===== src/rtl/muldiv_pkg.sv =====
// muldiv_pkg: shared op codes, FSM states and iteration count for the HI/LO unit
// Contents: op_e (MULT..MTLO), state_e (IDLE/MUL/DIV/FIX), DIV_ITERS
package muldiv_pkg;
   typedef enum logic [2:0] {
      OP_MULT  = 3'd0,
      OP_MULTU = 3'd1,
      OP_DIV   = 3'd2,
      OP_DIVU  = 3'd3,
      OP_MTHI  = 3'd4,
      OP_MTLO  = 3'd5
   } op_e;
   typedef enum logic [1:0] {
      S_IDLE = 2'd0,
      S_MUL  = 2'd1,
      S_DIV  = 2'd2,
      S_FIX  = 2'd3
   } state_e;
   localparam int DIV_ITERS = 32;
endpackage


===== src/rtl/muldiv_if.sv =====
// muldiv_if: pipeline <-> HI/LO unit handshake bundle
// master (pipeline): drives start/op/src_a/src_b/cancel, observes busy/done/hi/lo
// slave (muldiv_ctrl): the reverse
interface muldiv_if;
   logic        start, cancel, busy, done;
   logic [2:0]  op;
   logic [31:0] src_a, src_b, hi, lo;
   modport master (output start, op, src_a, src_b, cancel, input busy, done, hi, lo);
   modport slave  (input start, op, src_a, src_b, cancel, output busy, done, hi, lo);
endinterface


===== src/rtl/muldiv_div_step.sv =====
// muldiv_div_step: one restoring shift-subtract division iteration on magnitudes
// Ports: rem_i/quo_i partial remainder and dividend/quotient shift register, div_i divisor,
//        rem_o/quo_o values after this iteration
module muldiv_div_step (
   input  logic [31:0] rem_i,
   input  logic [31:0] quo_i,
   input  logic [31:0] div_i,
   output logic [31:0] rem_o,
   output logic [31:0] quo_o
);
   logic [32:0] trial, diff;
   always_comb begin
      trial = {rem_i, quo_i[31]};
      diff  = trial - {1'b0, div_i};
      // a borrow out of the 33-bit subtract means the divisor did not fit: restore
      rem_o = diff[32] ? trial[31:0] : diff[31:0];
      quo_o = {quo_i[30:0], ~diff[32]};
   end
endmodule


===== src/rtl/muldiv_ctrl.sv =====
// muldiv_ctrl: MIPS HI/LO unit with 2-cycle MULT/MULTU, 33-cycle DIV/DIVU and 1-cycle MTHI/MTLO
// Ports: clk, resetn (async active-low),
//        bus (muldiv_if.slave: start/op/src_a/src_b/cancel in, busy/done/hi/lo out)
module muldiv_ctrl
   import muldiv_pkg::*;
(
   input  logic    clk,
   input  logic    resetn,
   muldiv_if.slave bus
);
   state_e      state;
   logic [4:0]  cnt;
   logic        busy_r, done_r, sgn, qneg, rneg, bz;
   logic        is_mul, is_div, sdiv;
   logic [31:0] hi_r, lo_r, qa, qb, rem, nq, nr, abs_a, abs_b;
   logic [63:0] ma, mb, prod;
   assign bus.busy = busy_r;
   assign bus.done = done_r;
   assign bus.hi   = hi_r;
   assign bus.lo   = lo_r;
   always_comb begin
      is_mul = bus.op == OP_MULT || bus.op == OP_MULTU;
      is_div = bus.op == OP_DIV || bus.op == OP_DIVU;
      sdiv   = bus.op == OP_DIV;
      abs_a  = sdiv && bus.src_a[31] ? -bus.src_a : bus.src_a;
      abs_b  = sdiv && bus.src_b[31] ? -bus.src_b : bus.src_b;
      // sign-extend to 64 bits for MULT so the modulo-2^64 product is the signed result
      ma     = {{32{sgn & qa[31]}}, qa};
      mb     = {{32{sgn & qb[31]}}, qb};
      prod   = ma * mb;
   end
   // qa doubles as multiplicand and as the dividend/quotient shift register
   muldiv_div_step u_step (.rem_i(rem), .quo_i(qa), .div_i(qb), .rem_o(nr), .quo_o(nq));
   // done rises at the commit edge, so it is seen together with the new hi/lo
   always_ff @(posedge clk or negedge resetn)
      if (!resetn) begin
         state  <= S_IDLE;
         cnt    <= '0;
         busy_r <= 1'b0;
         done_r <= 1'b0;
         hi_r   <= '0;
         lo_r   <= '0;
         qa     <= '0;
         qb     <= '0;
         rem    <= '0;
         sgn    <= 1'b0;
         qneg   <= 1'b0;
         rneg   <= 1'b0;
         bz     <= 1'b0;
      end else begin
         done_r <= 1'b0;
         if (state != S_IDLE && bus.cancel) begin
            state  <= S_IDLE;
            cnt    <= '0;
            busy_r <= 1'b0;
         end else
            case (state)
               S_IDLE: if (bus.start && !bus.cancel) begin
                  qa     <= is_mul ? bus.src_a : abs_a;
                  qb     <= is_mul ? bus.src_b : abs_b;
                  rem    <= '0;
                  cnt    <= '0;
                  sgn    <= bus.op == OP_MULT;
                  qneg   <= sdiv & (bus.src_a[31] ^ bus.src_b[31]);
                  rneg   <= sdiv & bus.src_a[31];
                  bz     <= bus.src_b == '0;
                  hi_r   <= bus.op == OP_MTHI ? bus.src_a : hi_r;
                  lo_r   <= bus.op == OP_MTLO ? bus.src_a : lo_r;
                  state  <= is_mul ? S_MUL : is_div ? S_DIV : S_IDLE;
                  busy_r <= is_mul | is_div;
               end
               S_MUL: begin
                  cnt <= cnt + 5'd1;
                  if (cnt == 5'd1) begin
                     {hi_r, lo_r} <= prod;
                     done_r       <= 1'b1;
                     state        <= S_IDLE;
                     busy_r       <= 1'b0;
                     cnt          <= '0;
                  end
               end
               S_DIV: begin
                  qa  <= nq;
                  rem <= nr;
                  cnt <= cnt + 5'd1;
                  if (cnt == 5'(DIV_ITERS - 1)) begin
                     state <= S_FIX;
                     cnt   <= '0;
                  end
               end
               S_FIX: begin
                  // divide-by-zero leaves rem = |a|, so only the quotient needs forcing
                  lo_r   <= bz ? '1 : qneg ? -qa : qa;
                  hi_r   <= rneg ? -rem : rem;
                  done_r <= 1'b1;
                  state  <= S_IDLE;
                  busy_r <= 1'b0;
               end
            endcase
      end
endmodule

===== src/flat_wrapper.sv =====
// flat-port wrapper written by rule: the top's interface ports become plain ports
module muldiv_ctrl_flat import muldiv_pkg::*;
  (clk, resetn, bus_start, bus_op, bus_src_a, bus_src_b, bus_cancel, bus_busy, bus_done, bus_hi, bus_lo);
  muldiv_if bus_i ();
  input  logic clk;
  input  logic resetn;
  input wire logic [$bits(bus_i.start)-1:0] bus_start;
  input wire logic [$bits(bus_i.op)-1:0] bus_op;
  input wire logic [$bits(bus_i.src_a)-1:0] bus_src_a;
  input wire logic [$bits(bus_i.src_b)-1:0] bus_src_b;
  input wire logic [$bits(bus_i.cancel)-1:0] bus_cancel;
  output wire logic [$bits(bus_i.busy)-1:0] bus_busy;
  output wire logic [$bits(bus_i.done)-1:0] bus_done;
  output wire logic [$bits(bus_i.hi)-1:0] bus_hi;
  output wire logic [$bits(bus_i.lo)-1:0] bus_lo;
  assign bus_i.start = bus_start;
  assign bus_i.op = bus_op;
  assign bus_i.src_a = bus_src_a;
  assign bus_i.src_b = bus_src_b;
  assign bus_i.cancel = bus_cancel;
  assign bus_busy = bus_i.busy;
  assign bus_done = bus_i.done;
  assign bus_hi = bus_i.hi;
  assign bus_lo = bus_i.lo;
  muldiv_ctrl u_core (.clk(clk), .resetn(resetn), .bus(bus_i));
endmodule

===== config.mk =====
export PLATFORM = sky130hd
export DESIGN_NAME = muldiv_ctrl_flat
export DESIGN_NICKNAME = d
export VERILOG_FILES = /design/src/rtl/muldiv_pkg.sv /design/src/rtl/muldiv_if.sv /design/src/rtl/muldiv_div_step.sv /design/src/rtl/muldiv_ctrl.sv /design/src/flat_wrapper.sv
export SDC_FILE = /design/constraint.sdc
export NUM_CORES = 2
export LEC_CHECK = 0
export ABC_AREA = 1
export BUFFER_PORTS_ARGS = -buffer_cell sky130_fd_sc_hd__buf_2
export CAP_MARGIN = 20
export CORE_AREA = 2 2 303 305
export DETAILED_ROUTE_END_ITERATION = 12
export DIE_AREA = 0 0 305 307
export PLACE_DENSITY_LB_ADDON = 0.3
export SETUP_SLACK_MARGIN = 0.3
export SYNTH_ARGS = -nofsm -noshare
export SYNTH_HDL_FRONTEND = slang
export SYNTH_SLANG_ARGS = --single-unit

===== constraint.sdc =====
create_clock -name clk -period 9.62 [get_ports clk]
set_input_delay 0.481 -clock clk [delete_from_list [all_inputs] [get_ports clk]]
set_output_delay 0.481 -clock clk [all_outputs]
set_load 0.01 [all_outputs]

==> key figures <==
STA
  – Slew headroom: 0.208
  – TNS Setup: 0 ps
  – Min Tclk post-route: 8650 ps
  – Peak Freq: 116 MHz
  – Final Setup Violations: 0
  – Fin. Hold Viols: 0
  – Setup Skew: 27.1 ps
  – Measured slew at the worst slew-check pin: 1190 ps
  – Slew Limit Fails: 0
  – Final WS setup: 970 ps
  – Final period utilization: 0.899
  – RSZ-0062 raised after global routing: no

Global route
  – Initial antenna violation count: 10
  – Vias in the first global route: 49.6k
  – GRT overflow: 0
  – Total track usage: 0.422
  – First-pass GRT wire length: 296000 microns
  – Largest net degree at the start of global routing: 81

Layout
  – Layout cell share with drive strength beyond 1: 0.0571
  – Area growth from synthesis to layout: 4.90%
  – Final nets: 8673
  – Fillers: 8162
  – Commonest non-fill, non-tap cells in the layout: inv_1, nand2_1, fa_1, nor2_1, nand3_1
  – Utilization after layout: 0.624
  – Commonest non-fill, non-tap cell in the layout: inv_1

Logic synthesis
  – Post-synthesis sequential area ratio: 0.0802
  – Syn nets: 8700
  – Post-synth EDFFs: 0
  – Async S/R FF share, synth: 1.00
  – Post-synthesis cell count: 7246
  – Synth Area per Inst: 7.45 sq um
  – Post-Syn Area: 54000 sq um
  – Number of synthesis warnings: 0
  – Primary FF master, synth: dfrtp_1
  – Netlist cell types: 59
  – Post-synthesis register bit count: 173

Placed design
  – DP Worst Slack: 1130 ps
  – Gpl congestion: 1.03
  – PortBufs: 136
  – DP HPWL: 164000 microns

Detailed routing
  – Routed Antenna Nets: 0
  – DR vias/cell: 5.64
  – Vias: 47.5k
  – Final wirelength: 192000 microns
  – Initial DRC Count: 4420
  – Wire per inst: 22.7 microns
  – Residual DRC: 0
  – DR pass1 iterations: 8

Job
  – Max-cap violations: 0

Floorplanning
  – Die ar.: 93600 sq um
  – Initial Utilization: 0.595
  – Core Rows: 111
  – Die height: 307 microns
  – Core Region: 90700 sq um
  – DIE WIDTH: 305 microns
  – IO Count: 137

Clock network
  – CTS clk-pin slew, worst paths: 80 ps
  – Num CTS Buffers: 17
  – CTS tree: built
  – CTS sink cnt: 173
  – Post-CTS setup buffer count: 0
  – Maximum clock path buffer count: 2
  – Post-CTS Hold Buffers: 0
  – H-tree depth: 4
  – Clock Latency Late Sink: 510 ps
  – Resized cells post-CTS: 0
  – Root buffer cell: clkbuf_16

Critical path
  – Maximum fanout along the worst path: 20
  – Worst EP required: 10010 ps
  – R2R Setup Slk: 970 ps
  – Worst EP arrival: 9040 ps
  – Crit path launch: u_core.qa[13]
  – Kind of end point of the critical path: flip-flop
  – FF-to-FF Start: u_core.qa[13]
  – Critical path type: reg2reg
  – Worst Setup Start Kind: flip-flop

Worst hold path
  – Worst min-delay path class: in2async

Status
  – Outcome: completed
[metal layers]
metal  wire length (microns)  GRT usage
met1                   71900      0.533
met2                   88400      0.681
met3                   17700     0.0834
met4                   13600      0.244
met5                      25          0
[registers in the layout, summed over array words and instances, names as in the netlist]
register and flops:
u_core.bus.done 1, u_core.sgn 1, u_core.bus.busy 1, u_core.state 2
u_core.bus.lo 32, u_core.rem 32, u_core.bus.hi 32, u_core.qneg 1
u_core.rneg 1, u_core.qb 32, u_core.qa 32, u_core.cnt 5
u_core.bz 1
[synth_stat cells, drive strengths merged (47+ instances only)]
cell | instances | area (sq um)
ha | 257 | 3220
inv | 1901 | 7140
nor3 | 47 | 245
nand4 | 55 | 344
buf | 83 | 400
nand3 | 279 | 1430
o21ai | 258 | 1300
xor2 | 49 | 429
fa | 1126 | 22500
nor2 | 415 | 1590
dfrtp | 173 | 4330
clkbuf | 249 | 935
nand2 | 1892 | 7150
a21oi | 215 | 1080
[kinds of logic after synthesis]
family / after synthesis / synth area share
buf+inv: 2237 / 0.157
xor+xnor: 74 / 0.0120
fa+ha+maj: 1383 / 0.477
flops: 173 / 0.0802
simple gates: 2758 / 0.208
compound gates: 621 / 0.0649
[through the flow]
step	cells	hold slack [ps]	instance area [sq um]
6_report	8421	26.0	56600
5_1_grt	8420	88.4	56600
4_1_cts	8417	68.2	56600
3_5_place_dp	8385	465	56000
3_3_place_gp	8384	464	56000
2_1_floorplan	7246	185	54000
[worst max-delay path, cell delays in order, from the launching register on]
cell and delay [ps]:
dfrtp_1 990, buf_4 390, nand2_1 110, fa_1 520
fa_1 510, inv_1 50, fa_1 450, fa_1 520
inv_1 60, fa_1 530, inv_1 50, fa_1 450
fa_1 530, inv_1 80, fa_1 510, inv_1 50
ha_1 330, a21oi_1 250, o21ai_0 200, inv_1 90
nand2_1 90, inv_1 80, nand3_1 310, o21ai_0 900
nand3_1 290, nand2_1 120, inv_1 50
[final timing paths]
path / end / depth (start not counted)
setup / recovery: u_core.bus.lo[30] / 26
hold / removal: u_core.cnt[1] / 1
setup reg to reg: u_core.bus.lo[30] / 26
hold reg to reg: u_core.bus.lo[22] / 2
max in group asynchronous: u_core.bus.hi[20] / 2
min in group clk: u_core.bus.busy / 2
[layout make-up]
| type | count | area [sq um] | area share |
|---|---|---|---|
| antenna | 3 | 7.51 | 0.000133 |
| clock buffer | 17 | 425 | 0.00751 |
| clock inverter | 15 | 166 | 0.00294 |
| inverter | 1905 | 7150 | 0.126 |
| multi-input combinational | 4836 | 41200 | 0.727 |
| sequential | 173 | 4330 | 0.0765 |
| tap | 1186 | 1480 | 0.0262 |
| timing repair buffer | 286 | 1890 | 0.0333 |
Power is left out: the tool's default activity adds up to more than one toggle a clock period on the data nets, which glitch-free logic cannot reach.
